--- src/rtl/hs_mem_bridge.sv ---
`timescale 1ns/1ps
// hs_mem_bridge: decodes one request/acknowledge port into NREG memory regions.
// Each transaction is latched at its start edge, strobes one region, and returns a
// registered acknowledge with read data or an error flag for an unmatched address.
module hs_mem_bridge #(
    parameter int unsigned NREG       = 4,
    parameter int unsigned AW         = 16,
    parameter int unsigned DW         = 8,
    parameter int unsigned SELW       = 4,
    // Region i tag lives at REG_TAG[i*SELW+:SELW]: region 0 = C, 1 = D, 2 = E, 3 = F.
    parameter logic [NREG*SELW-1:0] REG_TAG = 16'hFEDC,
    parameter int unsigned RD_LAT     = 1,
    parameter bit          NEED_PAUSE = 1'b1
) (
    input  logic               CLK40M,
    input  logic               RESET_N,
    input  logic               PAUSE_N,
    input  logic               HS_REQ,
    input  logic               HS_WE,
    input  logic [AW-1:0]      HS_AD,
    input  logic [DW-1:0]      HS_DI,
    output logic               HS_ACK,
    output logic [DW-1:0]      HS_DO,
    output logic               HS_ERR,
    output logic [NREG-1:0]    RG_CS,
    output logic [NREG-1:0]    RG_WE,
    output logic [AW-1:0]      RG_AD,
    output logic [DW-1:0]      RG_DI,
    input  logic [NREG*DW-1:0] RG_DO
);

    localparam int unsigned IW       = (NREG > 1) ? $clog2(NREG) : 1;
    localparam logic [2:0]  LAT_LOAD = 3'(RD_LAT - 1);

    typedef enum logic [1:0] {StIdle, StIssue, StWaitRd, StDone} state_e;

    state_e          state_q, state_d;
    logic [AW-1:0]   ad_q, ad_d;
    logic [DW-1:0]   di_q, di_d;
    logic            we_q, we_d;
    logic            hit_q, hit_d;
    logic [IW-1:0]   sel_q, sel_d;
    logic [2:0]      cnt_q, cnt_d;
    logic            ack_q, ack_d;
    logic            err_q, err_d;
    logic [DW-1:0]   do_q, do_d;

    logic            dec_hit;
    logic [IW-1:0]   dec_idx;
    logic [DW-1:0]   rd_sel;
    logic            start;

    // Only the start condition is gated by the pause; a running transaction always finishes.
    assign start = HS_REQ && (!NEED_PAUSE || !PAUSE_N);

    // Region decode on the live address; scanning downwards lets the lowest index win.
    always_comb begin
        dec_hit = 1'b0;
        dec_idx = '0;
        for (int i = int'(NREG) - 1; i >= 0; i--) begin
            if (HS_AD[AW-1-:SELW] == REG_TAG[i*SELW+:SELW]) begin
                dec_hit = 1'b1;
                dec_idx = IW'(i);
            end
        end
    end

    // Read data of the latched region.
    always_comb begin
        rd_sel = '0;
        for (int i = 0; i < int'(NREG); i++) begin
            if (sel_q == IW'(i)) begin
                rd_sel = RG_DO[i*DW+:DW];
            end
        end
    end

    // Transaction FSM next-state and datapath capture.
    always_comb begin
        state_d = state_q;
        ad_d    = ad_q;
        di_d    = di_q;
        we_d    = we_q;
        hit_d   = hit_q;
        sel_d   = sel_q;
        cnt_d   = cnt_q;
        ack_d   = 1'b0;
        err_d   = 1'b0;
        do_d    = do_q;
        unique case (state_q)
            StIdle: begin
                if (start) begin
                    ad_d    = HS_AD;
                    di_d    = HS_DI;
                    we_d    = HS_WE;
                    hit_d   = dec_hit;
                    sel_d   = dec_idx;
                    state_d = StIssue;
                end
            end
            StIssue: begin
                if (we_q) begin
                    ack_d   = 1'b1;
                    err_d   = !hit_q;
                    state_d = StDone;
                end else begin
                    cnt_d   = LAT_LOAD;
                    state_d = StWaitRd;
                end
            end
            StWaitRd: begin
                if (cnt_q == 3'd0) begin
                    ack_d   = 1'b1;
                    err_d   = !hit_q;
                    do_d    = hit_q ? rd_sel : '0;
                    state_d = StDone;
                end else begin
                    cnt_d = cnt_q - 3'd1;
                end
            end
            StDone: begin
                // One acknowledge per request: wait for the requester to let go.
                if (!HS_REQ) begin
                    state_d = StIdle;
                end
            end
            default: state_d = StIdle;
        endcase
    end

    // State and datapath registers.
    always_ff @(posedge CLK40M or negedge RESET_N) begin
        if (!RESET_N) begin
            state_q <= StIdle;
            ad_q    <= '0;
            di_q    <= '0;
            we_q    <= 1'b0;
            hit_q   <= 1'b0;
            sel_q   <= '0;
            cnt_q   <= '0;
            ack_q   <= 1'b0;
            err_q   <= 1'b0;
            do_q    <= '0;
        end else begin
            state_q <= state_d;
            ad_q    <= ad_d;
            di_q    <= di_d;
            we_q    <= we_d;
            hit_q   <= hit_d;
            sel_q   <= sel_d;
            cnt_q   <= cnt_d;
            ack_q   <= ack_d;
            err_q   <= err_d;
            do_q    <= do_d;
        end
    end

    // Region strobes: select through ISSUE and WAITRD, write only in ISSUE, none on a miss.
    always_comb begin
        RG_CS = '0;
        RG_WE = '0;
        if (hit_q && (state_q == StIssue || state_q == StWaitRd)) begin
            RG_CS[sel_q] = 1'b1;
        end
        if (hit_q && we_q && state_q == StIssue) begin
            RG_WE[sel_q] = 1'b1;
        end
    end

    assign HS_ACK = ack_q;
    assign HS_ERR = err_q;
    assign HS_DO  = do_q;
    assign RG_AD  = ad_q;
    assign RG_DI  = di_q;

endmodule

--- config.mk ---
export PLATFORM = sky130hd
export DESIGN_NAME = hs_mem_bridge
export DESIGN_NICKNAME = d
export VERILOG_FILES = /design/src/rtl/hs_mem_bridge.sv
export SDC_FILE = /design/constraint.sdc
export NUM_CORES = 1
export LEC_CHECK = 0
export CORE_MARGIN = 2
export CORE_UTILIZATION = 36
export DETAILED_ROUTE_END_ITERATION = 10
export GPL_ROUTABILITY_DRIVEN = 0
export PLACE_DENSITY = 0.83
export SYNTH_ARGS = -nofsm -noshare
export SYNTH_HDL_FRONTEND = slang
export SYNTH_SLANG_ARGS = --single-unit
--- constraint.sdc ---
create_clock -name CLK40M -period 1.4 [get_ports CLK40M]
set_input_delay 0.42 -clock CLK40M [delete_from_list [all_inputs] [get_ports CLK40M]]
set_output_delay 0.42 -clock CLK40M [all_outputs]
set_load 0.02 [all_outputs]
==> key figures <==
Pwr
  – Pwr Total: about 0.0077 W
  – PD cells: about 2100 nW/um^2
  – Int Power: about 0.0048 W
  – Leakage: 1.69 nW
  – Sw Share: 0.381
  – Maximum VDD drop: slightly above 1 mV
  – Reg power frac: 0.278
  – Logic pwr share: 0.601
  – Psw: just under 0.003 W
  – Clock network power share: 0.120

Synth
  – Number of synthesized flops with an enable pin: 0
  – Post-synthesis sequential area ratio: 0.527
  – Synth Area in Simple Gates: 0.0802
  – Mux contribution to synthesized area: 0.258
  – Syn_area_per_cell: 13.8 sq um
  – Mapped Nets: roughly 220
  – Main combinational cell family by area after synthesis: multiplexers
  – YS warnings: 0
  – Synthesized area: roughly 2000 sq um
  – Async SR Flop Fraction: 1.00
  – Count leader, synth: dfrtp_1
  – Main synth FF type: dfrtp_1
  – Post-synthesis xor/xnor area fraction: 0
  – Cell taking the most area after synthesis: dfrtp_1
  – Post-Synthesis Cells: about 150
  – Seq cells post-synth: 43
  – Synth Area in Compound Gates: 0.0582
  – Area contributors post-synth: dfrtp_1 (53%), mux2_2 (14%), mux4_1 (5.1%)
  – Top cells by count, synth: dfrtp_1 (43), mux2_2 (26), nand2_1 (9)
  – Synth Area in Adders: 0.0429
  – Post-synth cell types: 28
  – Yosys top cell area share: 0.527

Placed design
  – HPWL Detailed: between 4000 and 5000 um
  – Port-buffer cells: around 100
  – Pre-CTS setup slack: -0.609 ns

Finish
  – Diodes inserted: 0
  – Sequential Area: around 1100 sq um
  – Layout cells sized above 1: 0.528
  – Multi-input combinational cell area: about 1200 sq um
  – NumNets Final: 350
  – Fillcell total: around 430
  – Synthesis-to-layout area growth: 82.1%

Global route
  – All-layer global routing usage: 0.188
  – First-pass GRT wire length: ~9100 um
  – Gr ovfl total: 0
  – Largest net degree at the start of global routing: 29
  – Initial antenna violation count: 0
  – Vias in the first global route: ~1,800

Clocking
  – CTS Sinks: 43
  – TritonCTS clock tree: built
  – Clock Path Buffers: 2
  – Clk slew on worst S/H paths: ~0.080 ns
  – Cts bufs inserted: 5
  – Clock Latency Late Sink: between 0.2 and 0.3 ns
  – CTS Root Cell: clkbuf_8
  – H-tree levels: 2

Timing
  – Setup WS post-layout: -0.408 ns
  – Max frequency: approximately 550 MHz
  – Setup-failing EPs final: 44
  – Hold WS: between 0.08 and 0.09 ns
  – Clk_skew: approximately 0.0041 ns
  – Count of pins over their slew limit: 0
  – Fin crit period: about 1.8 ns
  – Worst-margin pin slew: 0.379 ns
  – Setup TNS: -5.66 ns
  – Relative slew slack: 0.747
  – Endpoints failing hold: 0
  – RSZ-0062 raised after global routing: yes
  – Final worst-path cycle share: 1.29

Worst setup path
  – CP max stage delay: approximately 0.37 ns
  – Worst path top cell family by delay: flip-flops
  – Crit path arrival time: between 1 and 1.5 ns
  – Crit path max fanout: 4
  – WS Path Type: reg -> out
  – Setup crit start: state_q[1]
  – Slowest CP cell: dfrtp_1
  – Worst reg2reg path startpoint: state_q[0]
  – Crit. End Element: output port
  – Crit path required time: roughly 0.98 ns
  – Critical path cell sequence: inv_2, ha_4, nand2_4, nor3_4, buf_6
  – Worst Path Buf+Inv: 2
  – Worst Setup Start Kind: register

Drt
  – # DRC: 0
  – Via count: 1,743
  – Avg WL per Cell: between 15 and 20 um
  – Final ANT Viol Nets: 0
  – Drt via density: around 5
  – Initial drt markers: 84
  – Detailed Route WL: approximately 6100 um
  – Drt pass-1 iters: 4

Die
  – # rows: 27
  – Initial Utilization: 0.371
  – Die ar.: ~6300 sq um
  – Io pins: roughly 100
  – CORE AREA: 5510 sq um
  – Chip Width: roughly 80 um
  – Die H: between 70 and 80 um

Job
  – Max cap viols: 0

Worst hold path
  – HP Class: in -> async

Status
  – Status: finished, violations left
  – Violated checks: setup timing
-- state kept, by name, indices dropped and copies added (netlist names), 2 cells and up --
signal / count
RG_AD: 16
HS_DO: 8
RG_DI: 8
cnt_q: 3
sel_q: 2
state_q: 2
-- power groups by stage --
stage | clock (W) | sequential, W | combinational [W]
after floorplan | 0 | 0.00272 | 0.00169
after global placement | 0 | 0.00212 | 0.00394
after global routing | 0.00102 | 0.00222 | 0.00494
final | 0.000931 | 0.00216 | 0.00466
after detailed placement | 0 | 0.00216 | 0.00402
after CTS | 0.000962 | 0.00213 | 0.00438
-- worst paths after layout --
check / end / slack [ns] / cells after the start
max: RG_CS[0] / -0.41 / 5
min: sel_q[0] / 0.08 / 2
max reg2reg: state_q[1] / -0.21 / 7
min reg2reg: RG_AD[14] / 0.50 / 1
max in group asynchronous: RG_DI[6] / 0.96 / 2
min in group CLK40M: RG_AD[14] / 0.50 / 1
-- stage by stage --
stage,std cells,instance area [sq um],util
floorplan,148,2160,-
global placement,335,3370,0.611
detailed placement,335,3370,0.611
CTS,354,3700,0.673
global route,354,3720,0.676
finish,354,3720,0.676
-- cell type report --
type                       count  share of cell area
clock buffer                   6              0.0195
clock inverter                 1             0.00807
inverter                       5             0.00504
multi-input combinational     93               0.322
sequential                    43               0.290
tap                           72              0.0242
timing repair buffer         134               0.332
-- layout by cell type (no fill, tap or decap), types with 4 or more instances in the layout --
master and count:
clkdlybuf4s50_1 59, dfrtp_1 42, clkbuf_2 28, mux2_4 19, buf_4 18, buf_6 16, mux4_2 8, a22o_1 8
mux2_2 7, nor2_4 6, ha_4 5, clkbuf_8 5, clkdlybuf4s15_2 5, inv_2 4, nand2b_1 4, nand2_1 4
mux2i_1 4
-- what timing repair did --
action,4_1_cts,5_1_grt
cloned,3,1
pin swaps,10,17
gates resized for setup,157,71
buffers inserted,9,0
hold buffers,0,0
setup endpoints to repair,84,80
-- kinds of logic after synthesis --
group | after synthesis
flops | 43
mux | 38
simple gates | 33
compound gates | 15
buf+inv | 12
fa+ha+maj | 7
-- metal layers --
layer  global-route usage  vias up  wire, um
li1                     -      801         -
met1                0.213      871      2380
met2                0.351       66      3250
met3               0.0568        5       461
met4               0.0362        0        54
met5                    0        -         0
Power figures use the tool's default switching activity.
